===== src/rtl/draw_sequencer.sv =====
// draw_sequencer: frame sequencer and pixel-stream arbiter for the VGA draw path.
//
// Each frame runs an erase pass over the enabled channels (pixels recoloured to
// BG_COLOUR), issues a one-cycle game-logic step with a settle window, then runs
// a paint pass over the same channels. One channel owns the pixel port at a time.
//
// Handshake: a channel is started by a one-cycle ch_go pulse and owns the pixel
// port from that cycle until the DRAW cycle in which it raises ch_done (pulse or
// level, only sampled for the current channel in DRAW). If it never does, the
// sequencer moves on after TIMEOUT+1 DRAW cycles and sets timeout_err.
//
// Ports:
//   clk, reset          clock, asynchronous active-high reset
//   frame_tick          one-cycle frame request (one extra request is queued)
//   ch_mask             channel enables, latched at frame start
//   ch_x/ch_y/ch_colour packed per-channel pixel data, channel i at [i*W +: W]
//   ch_wren, ch_done    per-channel write strobe and completion
//   ch_go               one-hot start pulse
//   logic_go            game-logic step pulse
//   erase               high throughout the erase pass
//   x, y, colour, writeEn  muxed pixel write port
//   busy                high in every state except IDLE
//   timeout_err, overrun_err  sticky error flags, cleared only by reset
module draw_sequencer #(
  parameter int NCH = 3,
  parameter int XW = 10,
  parameter int YW = 10,
  parameter int CW = 3,
  parameter logic [CW-1:0] BG_COLOUR = 3'b000,
  parameter int TIMEOUT = 4095,
  parameter int LOGIC_CYCLES = 12
) (
  input  logic              clk,
  input  logic              reset,
  input  logic              frame_tick,
  input  logic [NCH-1:0]    ch_mask,
  input  logic [NCH*XW-1:0] ch_x,
  input  logic [NCH*YW-1:0] ch_y,
  input  logic [NCH*CW-1:0] ch_colour,
  input  logic [NCH-1:0]    ch_wren,
  input  logic [NCH-1:0]    ch_done,
  output logic [NCH-1:0]    ch_go,
  output logic              logic_go,
  output logic              erase,
  output logic [XW-1:0]     x,
  output logic [YW-1:0]     y,
  output logic [CW-1:0]     colour,
  output logic              writeEn,
  output logic              busy,
  output logic              timeout_err,
  output logic              overrun_err
);

  localparam int CNT_MAX = (TIMEOUT > LOGIC_CYCLES) ? TIMEOUT : LOGIC_CYCLES;
  localparam int CNTW_RAW = $clog2(CNT_MAX + 1);
  localparam int CNTW = (CNTW_RAW < 1) ? 1 : CNTW_RAW;
  // ch_idx must be able to hold NCH (one past the last channel) after the
  // final channel of a pass completes.
  localparam int IW_RAW = $clog2(NCH + 1);
  localparam int IW = (IW_RAW < 1) ? 1 : IW_RAW;
  localparam int LC_LAST = (LOGIC_CYCLES > 0) ? LOGIC_CYCLES - 1 : 0;

  localparam logic [3:0] S_IDLE       = 4'd0;
  localparam logic [3:0] S_ERASE_SEL  = 4'd1;
  localparam logic [3:0] S_ERASE_GO   = 4'd2;
  localparam logic [3:0] S_ERASE_DRAW = 4'd3;
  localparam logic [3:0] S_LOGIC      = 4'd4;
  localparam logic [3:0] S_LOGIC_WAIT = 4'd5;
  localparam logic [3:0] S_PAINT_SEL  = 4'd6;
  localparam logic [3:0] S_PAINT_GO   = 4'd7;
  localparam logic [3:0] S_PAINT_DRAW = 4'd8;

  logic [3:0]      state;
  logic [IW-1:0]   ch_idx;
  logic [CNTW-1:0] cnt;
  logic [NCH-1:0]  mask_q;
  logic            pending;

  logic            found;
  logic [IW-1:0]   sel_idx;
  logic            in_go;
  logic            in_draw;
  logic            cur_done;
  logic [IW-1:0]   mux_idx;

  assign in_go   = (state == S_ERASE_GO) || (state == S_PAINT_GO);
  assign in_draw = (state == S_ERASE_DRAW) || (state == S_PAINT_DRAW);
  assign mux_idx = (in_go || in_draw) ? ch_idx : '0;

  // Lowest enabled channel at or above ch_idx; iterating downwards leaves the
  // lowest match in sel_idx.
  always_comb begin
    found   = 1'b0;
    sel_idx = '0;
    for (int i = NCH - 1; i >= 0; i--) begin
      if (mask_q[i] && (i >= int'(ch_idx))) begin
        found   = 1'b1;
        sel_idx = IW'(i);
      end
    end
  end

  // Pixel mux and done select. Outside GO/DRAW the index is 0, so x/y/colour
  // show channel 0 and writeEn is forced low.
  always_comb begin
    x        = ch_x[XW-1:0];
    y        = ch_y[YW-1:0];
    colour   = ch_colour[CW-1:0];
    writeEn  = 1'b0;
    cur_done = 1'b0;
    for (int i = 0; i < NCH; i++) begin
      if (int'(mux_idx) == i) begin
        x        = ch_x[i*XW +: XW];
        y        = ch_y[i*YW +: YW];
        colour   = ch_colour[i*CW +: CW];
        writeEn  = (in_go || in_draw) && ch_wren[i];
        cur_done = ch_done[i];
      end
    end
    if (erase) begin
      colour = BG_COLOUR;
    end
  end

  always_comb begin
    ch_go = '0;
    for (int i = 0; i < NCH; i++) begin
      ch_go[i] = in_go && (int'(ch_idx) == i);
    end
  end

  assign busy     = (state != S_IDLE);
  assign logic_go = (state == S_LOGIC);
  assign erase    = (state == S_ERASE_SEL) || (state == S_ERASE_GO) ||
                    (state == S_ERASE_DRAW);

  always_ff @(posedge clk or posedge reset) begin
    if (reset) begin
      state       <= S_IDLE;
      ch_idx      <= '0;
      cnt         <= '0;
      mask_q      <= '0;
      pending     <= 1'b0;
      timeout_err <= 1'b0;
      overrun_err <= 1'b0;
    end else begin
      // Requests arriving mid-frame: queue one, flag anything beyond that.
      if ((state != S_IDLE) && frame_tick) begin
        if (pending) begin
          overrun_err <= 1'b1;
        end else begin
          pending <= 1'b1;
        end
      end

      case (state)
        S_IDLE: begin
          if (frame_tick || pending) begin
            state   <= S_ERASE_SEL;
            mask_q  <= ch_mask;
            pending <= 1'b0;
            ch_idx  <= '0;
          end
        end
        S_ERASE_SEL, S_PAINT_SEL: begin
          if (found) begin
            ch_idx <= sel_idx;
            state  <= (state == S_ERASE_SEL) ? S_ERASE_GO : S_PAINT_GO;
          end else begin
            state  <= (state == S_ERASE_SEL) ? S_LOGIC : S_IDLE;
          end
        end
        S_ERASE_GO, S_PAINT_GO: begin
          cnt   <= '0;
          state <= (state == S_ERASE_GO) ? S_ERASE_DRAW : S_PAINT_DRAW;
        end
        S_ERASE_DRAW, S_PAINT_DRAW: begin
          if (cur_done || (cnt == CNTW'(TIMEOUT))) begin
            if (!cur_done) begin
              timeout_err <= 1'b1;
            end
            ch_idx <= ch_idx + IW'(1);
            state  <= (state == S_ERASE_DRAW) ? S_ERASE_SEL : S_PAINT_SEL;
          end else begin
            cnt <= cnt + CNTW'(1);
          end
        end
        S_LOGIC: begin
          cnt <= '0;
          if (LOGIC_CYCLES == 0) begin
            ch_idx <= '0;
            state  <= S_PAINT_SEL;
          end else begin
            state  <= S_LOGIC_WAIT;
          end
        end
        S_LOGIC_WAIT: begin
          if (cnt == CNTW'(LC_LAST)) begin
            ch_idx <= '0;
            state  <= S_PAINT_SEL;
          end else begin
            cnt <= cnt + CNTW'(1);
          end
        end
        default: begin
          state <= S_IDLE;
        end
      endcase
    end
  end

endmodule


===== config.mk =====
export PLATFORM = sky130hd
export DESIGN_NAME = draw_sequencer
export DESIGN_NICKNAME = d
export VERILOG_FILES = /design/src/rtl/draw_sequencer.sv
export SDC_FILE = /design/constraint.sdc
export NUM_CORES = 1
export LEC_CHECK = 0
export CAP_MARGIN = 0
export CELL_PAD_IN_SITES_DETAIL_PLACEMENT = 1
export CELL_PAD_IN_SITES_GLOBAL_PLACEMENT = 1
export CORE_MARGIN = 2
export CORE_UTILIZATION = 29
export CTS_BUF_LIST = sky130_fd_sc_hd__clkbuf_16
export CTS_CLUSTER_DIAMETER = 50
export DETAILED_ROUTE_END_ITERATION = 12
export PLACE_DENSITY_LB_ADDON = 0.1
export REMOVE_ABC_BUFFERS = 1
export SLEW_MARGIN = 30
export SYNTH_ARGS = -nofsm -noshare
export SYNTH_HDL_FRONTEND = slang
export SYNTH_SLANG_ARGS = --single-unit

===== constraint.sdc =====
create_clock -name clk -period 6.75 [get_ports clk]
set_input_delay 1.35 -clock clk [delete_from_list [all_inputs] [get_ports clk]]
set_output_delay 1.35 -clock clk [all_outputs]
set_load 0.02 [all_outputs]

==> results.toml, run 1 <==
[placement]
dp_hpwl_um = 6090
dp.cells = 462
dpl_cell_area_um2 = 3320
place_congestion = 0.764
pre_cts_slack_ps = 2620
io_buffers = 112

[timing]
drv_slew = 0
finalHoldViolCount = 0
min_period_ps = 4390
fmax_mhz = 228
fin_tns_setup_ps = 0
timing.slew.headroom_pct = 57.0
layout_setup_ws_ps = 2360
tightest_slew_ps = 644
period_share_pct = 65.1
setup_viol = 0
skew_ps = 2.22
rsz0062_at_grt = "false"

[route]
wl_met1_um = 3450
drtIter0Drc = 43
wl_met3_um = 574
met2_wirelength_um = 3620
drt_wl_total_um = 7740
drtAntennaViolNets = 0
topRoutingLayerUsed = "met4"
viasPerCell = 5.14
post_drt_wl_per_cell_um = 16.6
drc = 0
firstDrtPassIters = 4
via_count = 2394

[synthesis]
synthArstFlopShare_pct = 100
yosys_warnings = 0
synth.avg_cell_area_um2 = 8.01
synth-seq-cells = 24
synth.distinct_cells = 47
syn-cell-area_um2 = 2100
synth_edf_count = 0
ys_seq_area_share_pct = 28.6
synthCells = 262
synthFlopType = "dfrtp_1"

[cts]
clkLatencyLatePin_ps = 260
cts.clk_slew.worst_paths_ps = 60
h-tree-depth = 1
cts_tree = "yes"
clock-sinks = 24
clock_path_buffers = 2
root_buffer = "clkbuf_16"
cts_setup_buffers = 0
cts_resized = 0
hold_buffers = 0
cts_buffers = 3

[setup_path]
start_kind = "register"
critical_path_class = "reg -> out"
end_kind = "output port"
cp.arrival_ps = 3040
critPathBufInv = 2
critPathRequiredTime_ps = 5400
cp_max_fo = 23
crit_family = "buffers and inverters"
slowest_delay_ps = 650
cp_cell_sequence = "nor3_2, a22oi_2, nor3_4, buf_4, mux2i_1, a211oi_1, clkdlybuf4s50_1"
slowest_stage = "clkdlybuf4s50_1"

[final_layout]
postLayoutCellArea_um2 = 3430
diodes = 0
final_cells = 466
nets = 455
drive_gt1_share_pct = 5.72
layout-area-overhead-vs-synth_pct = 63.3

[grt]
grt_usage_pct = 18.4
antenna_found_initial = 0
grt_max_degree = 41
grt_overflow = 0
grt_pass1_wl_um = 11600
grt_pass1_vias = 2253

[floorplan]
die_h_um = 89.1
die_w_um = 89.1
dieArea_um2 = 7930
num_io_pins = 113
initial_utilization_pct = 29.4
coreArea_um2 = 7140
rows = 31

[power]
p_per_area_nw_per_um2 = 323
p_leak_nw = 1.22
p_total_w = 0.00111
vdd_drop_max_v = 0.000210

[worst_hold_path]
min_path_type = "reg -> reg"

[run_status]
status = "finished clean"

[run]
drv_cap = 0
-- worst paths after layout --
check	start	end	slack (ps)	depth (start not counted)
setup / recovery	state[2]$_DFFE_PP0P_	colour[0]	2360	7
max in group asynchronous	reset	state[3]$_DFFE_PP0P_	4970	2
min in group asynchronous	reset	cnt[0]$_DFFE_PP0P_	1440	2
hold reg to reg	timeout_err$_DFFE_PP0P_	timeout_err$_DFFE_PP0P_	490	1
hold / removal	timeout_err$_DFFE_PP0P_	timeout_err$_DFFE_PP0P_	490	1
setup reg to reg	state[2]$_DFFE_PP0P_	ch_idx[0]$_DFFE_PP0P_	3890	6
-- cells by family (layout without fill, tap and decap cells) --
| family | after synthesis | in the layout | synth area share (%) |
|---|---|---|---|
| xor+xnor | 1 | 1 | 0.417 |
| fa+ha+maj | 6 | 6 | 3.58 |
| buf+inv | 26 | 131 | 4.89 |
| flops | 24 | 24 | 28.6 |
| compound gates | 72 | 72 | 23.5 |
| simple gates | 102 | 102 | 24.0 |
| mux | 31 | 31 | 15.0 |
-- metrics by stage --
step	hold slack, ps	util (%)
2_1_floorplan	473	-
3_3_place_gp	461	46.5
3_5_place_dp	465	46.5
4_1_cts	495	48.0
5_1_grt	507	48.0
6_report	495	48.0
-- synthesized netlist by cell type, types with 2 or more instances --
cell / number / area share, %
a211oi_1: 6 / 2.1
a21boi_1: 2 / 0.72
a21oi_1: 2 / 0.48
a221oi_1: 2 / 0.83
a31o_2: 2 / 0.83
a31oi_1: 4 / 1.2
and2_1: 4 / 1.2
buf_2: 4 / 0.95
clkbuf_1: 10 / 1.8
dfrtp_1: 24 / 29
ha_1: 6 / 3.6
inv_1: 12 / 2.1
mux2_2: 4 / 2.1
mux2i_1: 27 / 13
nand2_1: 34 / 6.1
nand2b_1: 5 / 1.5
nand3_1: 12 / 2.9
nand4_1: 3 / 0.89
nor2_1: 21 / 3.8
nor2b_1: 3 / 0.89
nor3_1: 6 / 1.4
nor3_2: 2 / 0.95
nor4_1: 4 / 1.2
nor4bb_1: 2 / 0.95
o211ai_1: 3 / 1.1
o21a_1: 3 / 1.1
o21ai_0: 28 / 6.7
o22ai_1: 2 / 0.60
o31a_1: 2 / 0.83
o31ai_1: 5 / 1.8
or4_1: 2 / 0.72
-- registers in the layout, indices dropped and copies added (netlist names) --
register	flops
mask_q	3
overrun_err	1
state	4
cnt	12
timeout_err	1
ch_idx	2
pending	1
-- final cells by class --
type	count	area [um2]
fill	882	3710
clock inverter	1	30.0
tap	99	124
clock buffer	3	75.1
multi-input combinational	212	1410
inverter	12	45.0
sequential	24	601
timing repair buffer	115	1140
-- metal layers --
metal	global-route usage (%)	vias up
met4	3.80	0
met2	31.6	78
met1	24.6	1134
li1	-	1174
met5	0	-
met3	2.95	8
-- report_power, final --
part           total [W]  switching (W)  internal (W)  leakage, nW
registers       0.000265      0.0000856      0.000180        0.309
logic           0.000670       0.000360      0.000310        0.857
clock network   0.000173      0.0000547      0.000118       0.0511
total            0.00111       0.000500      0.000607         1.22
-- placed cells by master, fill, tap and decap left out, types with 4 or more instances in the layout --
cell,Yosys,final
a211oi_1,6,6
nor3_1,6,5
nand2_1,34,34
ha_1,6,6
clkdlybuf4s50_1,0,112
o31ai_1,5,5
mux2_2,4,4
o21ai_0,28,28
nand3_1,12,12
nand2b_1,5,5
mux2i_1,27,27
and2_1,4,4
a31oi_1,4,4
nor4_1,4,4
nor2_1,21,21
dfrtp_1,24,24
inv_1,12,11
Note: power is estimated with default switching activity, not from simulation.
==> run 2, diff against run 1 <==
CORE_UTILIZATION = 27   (was 29)
clock period = 4.1 ns   (was 6.75 ns; I/O delays follow)
==> run 2 against run 1 <==
Compared with the run above: via count fell by 1.3%; clock power rose by 60%; sequential cell count did not move; total power rose by 68%; routed wire length rose by 2.9%; critical path type unchanged; critical endpoint is now x[6].
==> results.toml, run 2 (synthesis results as in run 1) <==
[placement]
dp_hpwl_um = 6370
place_congestion = 0.819
dp.cells = 469
io_buffers = 112

[route]
drt_wl_total_um = 7970
drtAntennaViolNets = 0
drc = 0
drtIter0Drc = 37
post_drt_wl_per_cell_um = 16.8
via_count = 2362
viasPerCell = 4.99
firstDrtPassIters = 4

[timing]
tightest_slew_ps = 727
min_period_ps = 3520
period_share_pct = 85.9
rsz0062_at_grt = "false"
drv_slew = 0
fmax_mhz = 284
finalHoldViolCount = 0
skew_ps = 3.09
timing.slew.headroom_pct = 51.2
setup_viol = 0

[floorplan]
coreArea_um2 = 7610
die_w_um = 92.2
num_io_pins = 113
dieArea_um2 = 8490
rows = 32
die_h_um = 92.2
initial_utilization_pct = 27.6

[run_status]
status = "finished clean"

[final_layout]
fill_cells = 915
largestRegisters = "cnt: 12 flops, state: 4 flops, mask_q: 3 flops"
final_common_cell = "clkdlybuf4s50_1"
top_register = "cnt"
fin_util_pct = 45.7
largest_reg_flops = 12
layout-area-overhead-vs-synth_pct = 65.6
diodes = 0
final_cell_mix = "112 x clkdlybuf4s50_1, 34 x nand2_1, 27 x mux2i_1, 27 x o21ai_0, 24 x dfrtp_1"
drive_gt1_share_pct = 6.74
final_cells = 473
nets = 459

[setup_path]
slowest_delay_ps = 660
r2r_end = "cnt[9]$_DFFE_PP0P_"
start_kind = "register"
crit_start = "state[1]$_DFFE_PP0P_"
slowest_stage = "clkdlybuf4s50_1"
cp_cell_sequence = "nor3_2, a22oi_2, nor3_4, buf_12, mux2i_1, o21ai_0, clkdlybuf4s50_1"
cp.arrival_ps = 2700
reg2regPathDepth = 8
reg2reg_from = "state[1]$_DFFE_PP0P_"
end_kind = "output port"
endpoint = "x[6]"
critical_path_class = "reg -> out"
r2r_setup_slack_ps = 1570
critPathRequiredTime_ps = 3280
cp_max_fo = 18

[cts]
cts_buffers = 3
clock_path_buffers = 2
clock-sinks = 24
cts_resized = 0
root_buffer = "clkbuf_16"
hold_buffers = 0
cts_tree = "yes"
clkLatencyLatePin_ps = 260
cts.clk_slew.worst_paths_ps = 60
cts_setup_buffers = 0
h-tree-depth = 1

[run]
drv_cap = 0

[power]
switching_share_pct = 44.6
p_leak_nw = 1.24
seqPwrFrac_pct = 19.6
power.share.clock_pct = 14.8
internal_power_w = 0.00103
vdd_drop_max_v = 0.000334
combPwrFrac_pct = 65.6
power_switching_w = 0.000832
p_per_area_nw_per_um2 = 536

[grt]
grt_pass1_vias = 2441
grt_overflow = 0
grt_usage_pct = 18.7
grt_pass1_wl_um = 12800
grt_max_degree = 41
antenna_found_initial = 0

[worst_hold_path]
min_path_type = "reg -> reg"
run 2: changes by cell type in the layout (fill, tap and decap cells not counted):
cell,delta
buf_4,+3
buf_12,+1
o21ai_0,-1
o21ai_2,+1
o31a_1,+1
o31a_2,-1
run 2: worst min path at each step:
stage                       startpoint                 endpoint  slack (ps)  cells past startpoint
6_report       overrun_err$_DFFE_PP0P_  overrun_err$_DFFE_PP0P_         470                      1
3_3_place_gp   overrun_err$_DFFE_PP0P_  overrun_err$_DFFE_PP0P_         460                      1
4_1_cts        overrun_err$_DFFE_PP0P_  overrun_err$_DFFE_PP0P_         480                      1
5_1_grt        overrun_err$_DFFE_PP0P_  overrun_err$_DFFE_PP0P_         490                      1
2_1_floorplan    mask_q[2]$_DFFE_PP0P_    mask_q[2]$_DFFE_PP0P_         470                      1
3_5_place_dp   overrun_err$_DFFE_PP0P_  overrun_err$_DFFE_PP0P_         460                      1
run 2: cell type report:
type                       count  area (um2)  share of cell area (%)
inverter                      12        45.0                    1.30
tap                          102         128                    3.67
clock inverter                 1        30.0                   0.864
timing repair buffer         119        1190                    34.1
multi-input combinational    212        1410                    40.6
sequential                    24         601                    17.3
clock buffer                   3        75.1                    2.16
run 2: critical path: cells and delay by family, from the launching register on:
| kind | cells | cell delay, ps |
|---|---|---|
| AND/OR/NAND/NOR | 2 | 680 |
| buffers and inverters | 2 | 900 |
| flip-flops | 1 | 420 |
| AO/OA/AOI/OAI | 2 | 350 |
| multiplexers | 1 | 90 |
run 2: through the flow:
stage	worst slack (ps)	instance area (um2)	hold WS, ps	power, W	TNS, ps
floorplan	-138	2040	473	0.00109	-2750
detailed placement	843	3370	465	0.00158	0
global route	368	3470	490	0.00202	0
global placement	942	3370	459	0.00157	0
finish	577	3470	471	0.00186	0
CTS	545	3470	479	0.00187	0
run 2: power by group through the flow:
stage | sequential (W) | clock, W | combinational [W]
3_3_place_gp | 0.000365 | 0 | 0.00120
2_1_floorplan | 0.000396 | 0 | 0.000690
6_report | 0.000364 | 0.000277 | 0.00122
3_5_place_dp | 0.000368 | 0 | 0.00122
5_1_grt | 0.000375 | 0.000298 | 0.00135
4_1_cts | 0.000365 | 0.000286 | 0.00122
run 2: routing by layer:
| layer | wire (um) | global-route usage [%] | part of all wire, % | vias to the layer above |
|---|---|---|---|---|
| met2 | 4160 | 34.8 | 52 | 46 |
| li1 | - | - | - | 1181 |
| met5 | 0 | 0 | 0 | - |
| met3 | 302 | 3.04 | 3.8 | 2 |
| met1 | 3490 | 23.6 | 44 | 1133 |
| met4 | 14 | 1.49 | 0.18 | 0 |
==> run 3, diff against run 2 <==
CTS_CLUSTER_SIZE = 20   (was default)
==> results of run 3 <==
No change in the layout: final DEF, timing and power equal those of run 2.
==> patch 1 (flow settings as in run 3) <==
Register the input `ch_x` before use, without a reset. The logic sees it one clock later. The other inputs are not delayed to match.
--- a/src/rtl/draw_sequencer.sv
+++ b/src/rtl/draw_sequencer.sv
@@ -70,6 +70,12 @@
   localparam logic [3:0] S_PAINT_GO   = 4'd7;
   localparam logic [3:0] S_PAINT_DRAW = 4'd8;
 
+  logic [NCH*XW-1:0] ch_x_q;
+
+  always_ff @(posedge clk) begin
+    ch_x_q <= ch_x;
+  end
+
   logic [3:0]      state;
   logic [IW-1:0]   ch_idx;
   logic [CNTW-1:0] cnt;
@@ -103,14 +109,14 @@
   // Pixel mux and done select. Outside GO/DRAW the index is 0, so x/y/colour
   // show channel 0 and writeEn is forced low.
   always_comb begin
-    x        = ch_x[XW-1:0];
+    x        = ch_x_q[XW-1:0];
     y        = ch_y[YW-1:0];
     colour   = ch_colour[CW-1:0];
     writeEn  = 1'b0;
     cur_done = 1'b0;
     for (int i = 0; i < NCH; i++) begin
       if (int'(mux_idx) == i) begin
-        x        = ch_x[i*XW +: XW];
+        x        = ch_x_q[i*XW +: XW];
         y        = ch_y[i*YW +: YW];
         colour   = ch_colour[i*CW +: CW];
         writeEn  = (in_go || in_draw) && ch_wren[i];
Function: changed (a bounded check fails within 4 cycles, from zero or initial values and one cycle with reset high).
==> patch 1 against run 3 <==
- routed wire length increased by 12%
- final cell count is 16% higher
- total power rose by 30%
- maximum frequency shrank 4.4%
- sequential cell count rose by 30
- area after synthesis increased by 37%
- design area grew 23%
- setup slack worse by 0.16 ns
- hold slack improved by 0.0072 ns
- critical endpoint is now colour[0]
==> patch 1: results (changes against run 3) <==
Syn Area/Cell 9.49 um^2 (+19%); # nets final 498 (+8.5%); Worst Path Arrival 2.87 ns (+0.17 ns); DR vias 2620 (+11%); Area after DPL 0.00413 mm^2 (+23%); Slowest-stage cell, CP dfrtp_1; worst-margin pin slew 0.724 ns (-0.00372 ns); placed insts 540 (+15%); global-route wire length before repair 14300 um (+12%); wire length per cell 16.3 um (-3.1%); Synth Area in Adders 0.0261 (-0.00968); Post-Synth XOR/XNOR Area 0.00304 (-0.00113); Synth Flop Type dfxtp_1; Placer Congestion 0.796 (-2.8%); Yosys cell types 53 (+13%); post-route cell area 0.00429 mm^2 (+23%); peak supply drop 0.211 mV (-37%); number of fill cells 1187 (+30%); vias in the first global route 2802 (+15%); status completed; GRT Resource Usage Total 0.161 (-0.0260); clock latency on the worst-skew pair 0.30 ns (+0.04 ns); worst clock skew 0.00749 ns (+0.00440 ns); drt total wl 8940 um (+12%); Critical Path Fanout Max 15 (-3); FFs w/ async S/R, synth 0.444 (-0.556)
patch 1: final cells by class:
| class | count | area share |
|---|---|---|
| clock inverters | 3 | 0.00671 |
| flip-flops and latches | 54 | 0.280 |
| repair buffers | 115 | 0.270 |
| well taps | 136 | 0.0397 |
| inverters | 7 | 0.00613 |
| multi-input cells | 228 | 0.369 |
| clock buffers | 5 | 0.0292 |
patch 1: critical path: cells and delay by family, from the launching register on:
kind	cells	cell delay [ns]
AOI/OAI and AO/OA	2	0.67
and+or+nand+nor	3	0.58
buffers and inverters	1	0.64
DFF	1	0.67
patch 1: power by group:
part           switching, mW  internal, mW  leakage [nW]
logic                  0.689         0.567         0.941
registers              0.120         0.604         0.554
clock network          0.214         0.235        0.0763
patch 1: layer usage:
| layer | part of all wire | global-route usage | vias to the layer above |
|---|---|---|---|
| li1 | - | - | 1316 |
| met1 | 0.44 | 0.189 | 1252 |
| met2 | 0.53 | 0.297 | 42 |
| met3 | 0.025 | 0.0261 | 10 |
| met4 | 0.013 | 0.0510 | 0 |
| met5 | 0 | 0 | - |
patch 1: path summary, 6_finish.rpt:
path / slack (ns) / to / cells past startpoint
setup / recovery: 0.41 / colour[0] / 6
hold / removal: 0.48 / overrun_err / 1
setup reg to reg: 1.66 / ch_idx[1] / 5
hold reg to reg: 0.48 / overrun_err / 1
max in group asynchronous: 2.85 / mask_q[2] / 2
min in group asynchronous: 0.88 / timeout_err / 2
==> patch 2 (settings of run 3) <==
Without the edit above. The parameter `CW` goes from 3 to 2.
--- a/src/rtl/draw_sequencer.sv
+++ b/src/rtl/draw_sequencer.sv
@@ -25,7 +25,7 @@
   parameter int NCH = 3,
   parameter int XW = 10,
   parameter int YW = 10,
-  parameter int CW = 3,
+  parameter int CW = 2,
   parameter logic [CW-1:0] BG_COLOUR = 3'b000,
   parameter int TIMEOUT = 4095,
   parameter int LOGIC_CYCLES = 12
Ports: changed (resized ch_colour and colour); port bits go from 113 to 109. No check against the original RTL was run, so the function may have changed too.
==> patch 2 against run 3 <==
- maximum frequency shrank 7.5%
- area after synthesis grew 2.0%
- non-clock buffer count shrank 7
- die area grew 1.9%
- sequential cell count is the same
- design area shrank 1.7%
- setup slack lost 0.29 ns
- routed wire length shrank 6.4%
- total power grew 6.6%
==> patch 2: results (changes against run 3) <==
status completed; Critical R2R Launch state[0]; count of multi-input gates 220 (+3.8%); vias in the first global route 2448 (+0.29%); Yosys cell types 49 (+4.3%); Leakage 1.24 nW (-0.20%); CP peak stage delay 0.64 ns (-0.02 ns); Post-synth top cells 33 x nand2_1, 30 x o21ai_0, 26 x mux2i_1, 24 x dfrtp_1, 16 x a21oi_1; count of non-CTS buffers in the layout 112 (-5.9%); Slowest-stage cell, CP dfrtp_1; largest net degree at the start of global routing 45 (+9.8%); peak supply drop 0.206 mV (-38%); Placer Congestion 0.823 (+0.46%); Hold Path Stages 1 (unchanged); worst clock skew 0.00887 ns (+0.00578 ns); number of fill cells 912 (-0.33%); dpl ws 0.605 ns (-0.239 ns); global-route wire length before repair 11900 um (-7.4%); Layout clock area frac 0.0308 (+0.000521); post-route cell area 0.00342 mm^2 (-1.7%); GRT Resource Usage Total 0.170 (-0.0168); Hold Path End timeout_err; port buffer count 108 (-3.6%); hold slack 0.472 ns (+0.000722 ns); Compound-Gate Fraction of Synth Area 0.229 (-0.00570); ranking of synthesized cells by area dfrtp_1 28%, mux2i_1 12%, o21ai_0 7.0%; Area after DPL 0.00331 mm^2 (-1.6%); Finished Layout Cells 469 (-0.85%); post-synthesis mux area share 0.148 (-0.00232); worst reg2reg setup slack 1.52 ns (-0.05 ns); DR iter-0 viols 48 (+30%); worst-margin pin slew 0.721 ns (-0.00618 ns); drt total wl 7450 um (-6.4%); multi-input combinational area share 0.423 (+0.0172); worst hold path class reg -> reg; Inverters 7 (-5); DPL Wire Length 5940 um (-6.9%); Post-Synthesis Cells 267 (+1.9%); post-synthesis sequential area ratio 0.281 (-0.00552); non-clk buf share 0.325 (-0.0161); vias per inst 5.12 (+2.6%); Warnings, synthesis 0 (unchanged); Post-Synth XOR/XNOR Area 0.00409 (-0.0000806); Worst Path Arrival 2.99 ns (+0.29 ns); layout cells sized above 1 0.0654 (-0.00199); # nets final 452 (-1.5%); Synth Area in Adders 0.0351 (-0.000690)
[patch 2: cell types whose count changed after synthesis, sizes merged, moves of 3 or more]
cell	delta
o21ai	+4
buf	+4
a211oi	-6
or4	+7
nor2	-10
o31ai	+6
and3	+5
a21oi	+14
nor4	-3
inv	-5
[patch 2: worst max path at each step]
stage	depth (start not counted)	startpoint	end	slack, ns
2_1_floorplan	4	state[0]	x[0]	-0.38
3_3_place_gp	8	state[0]	colour[1]	0.70
3_5_place_dp	8	state[1]	colour[0]	0.60
4_1_cts	8	state[1]	colour[0]	0.28
5_1_grt	8	state[1]	colour[1]	0.01
6_report	8	state[1]	colour[0]	0.29
[patch 2: routing by layer]
metal	track usage	wire length, um	part of all wire
met5	0	0	0
met1	0.204	3100	0.42
met3	0.0258	205	0.028
met2	0.318	4000	0.54
met4	0.0417	140	0.019
[patch 2: where the power goes]
part	internal (mW)	switching, mW	total, mW	leakage (nW)
clock network	0.194	0.0871	0.281	0.0511
logic	0.571	0.711	1.28	0.878
registers	0.300	0.121	0.422	0.308
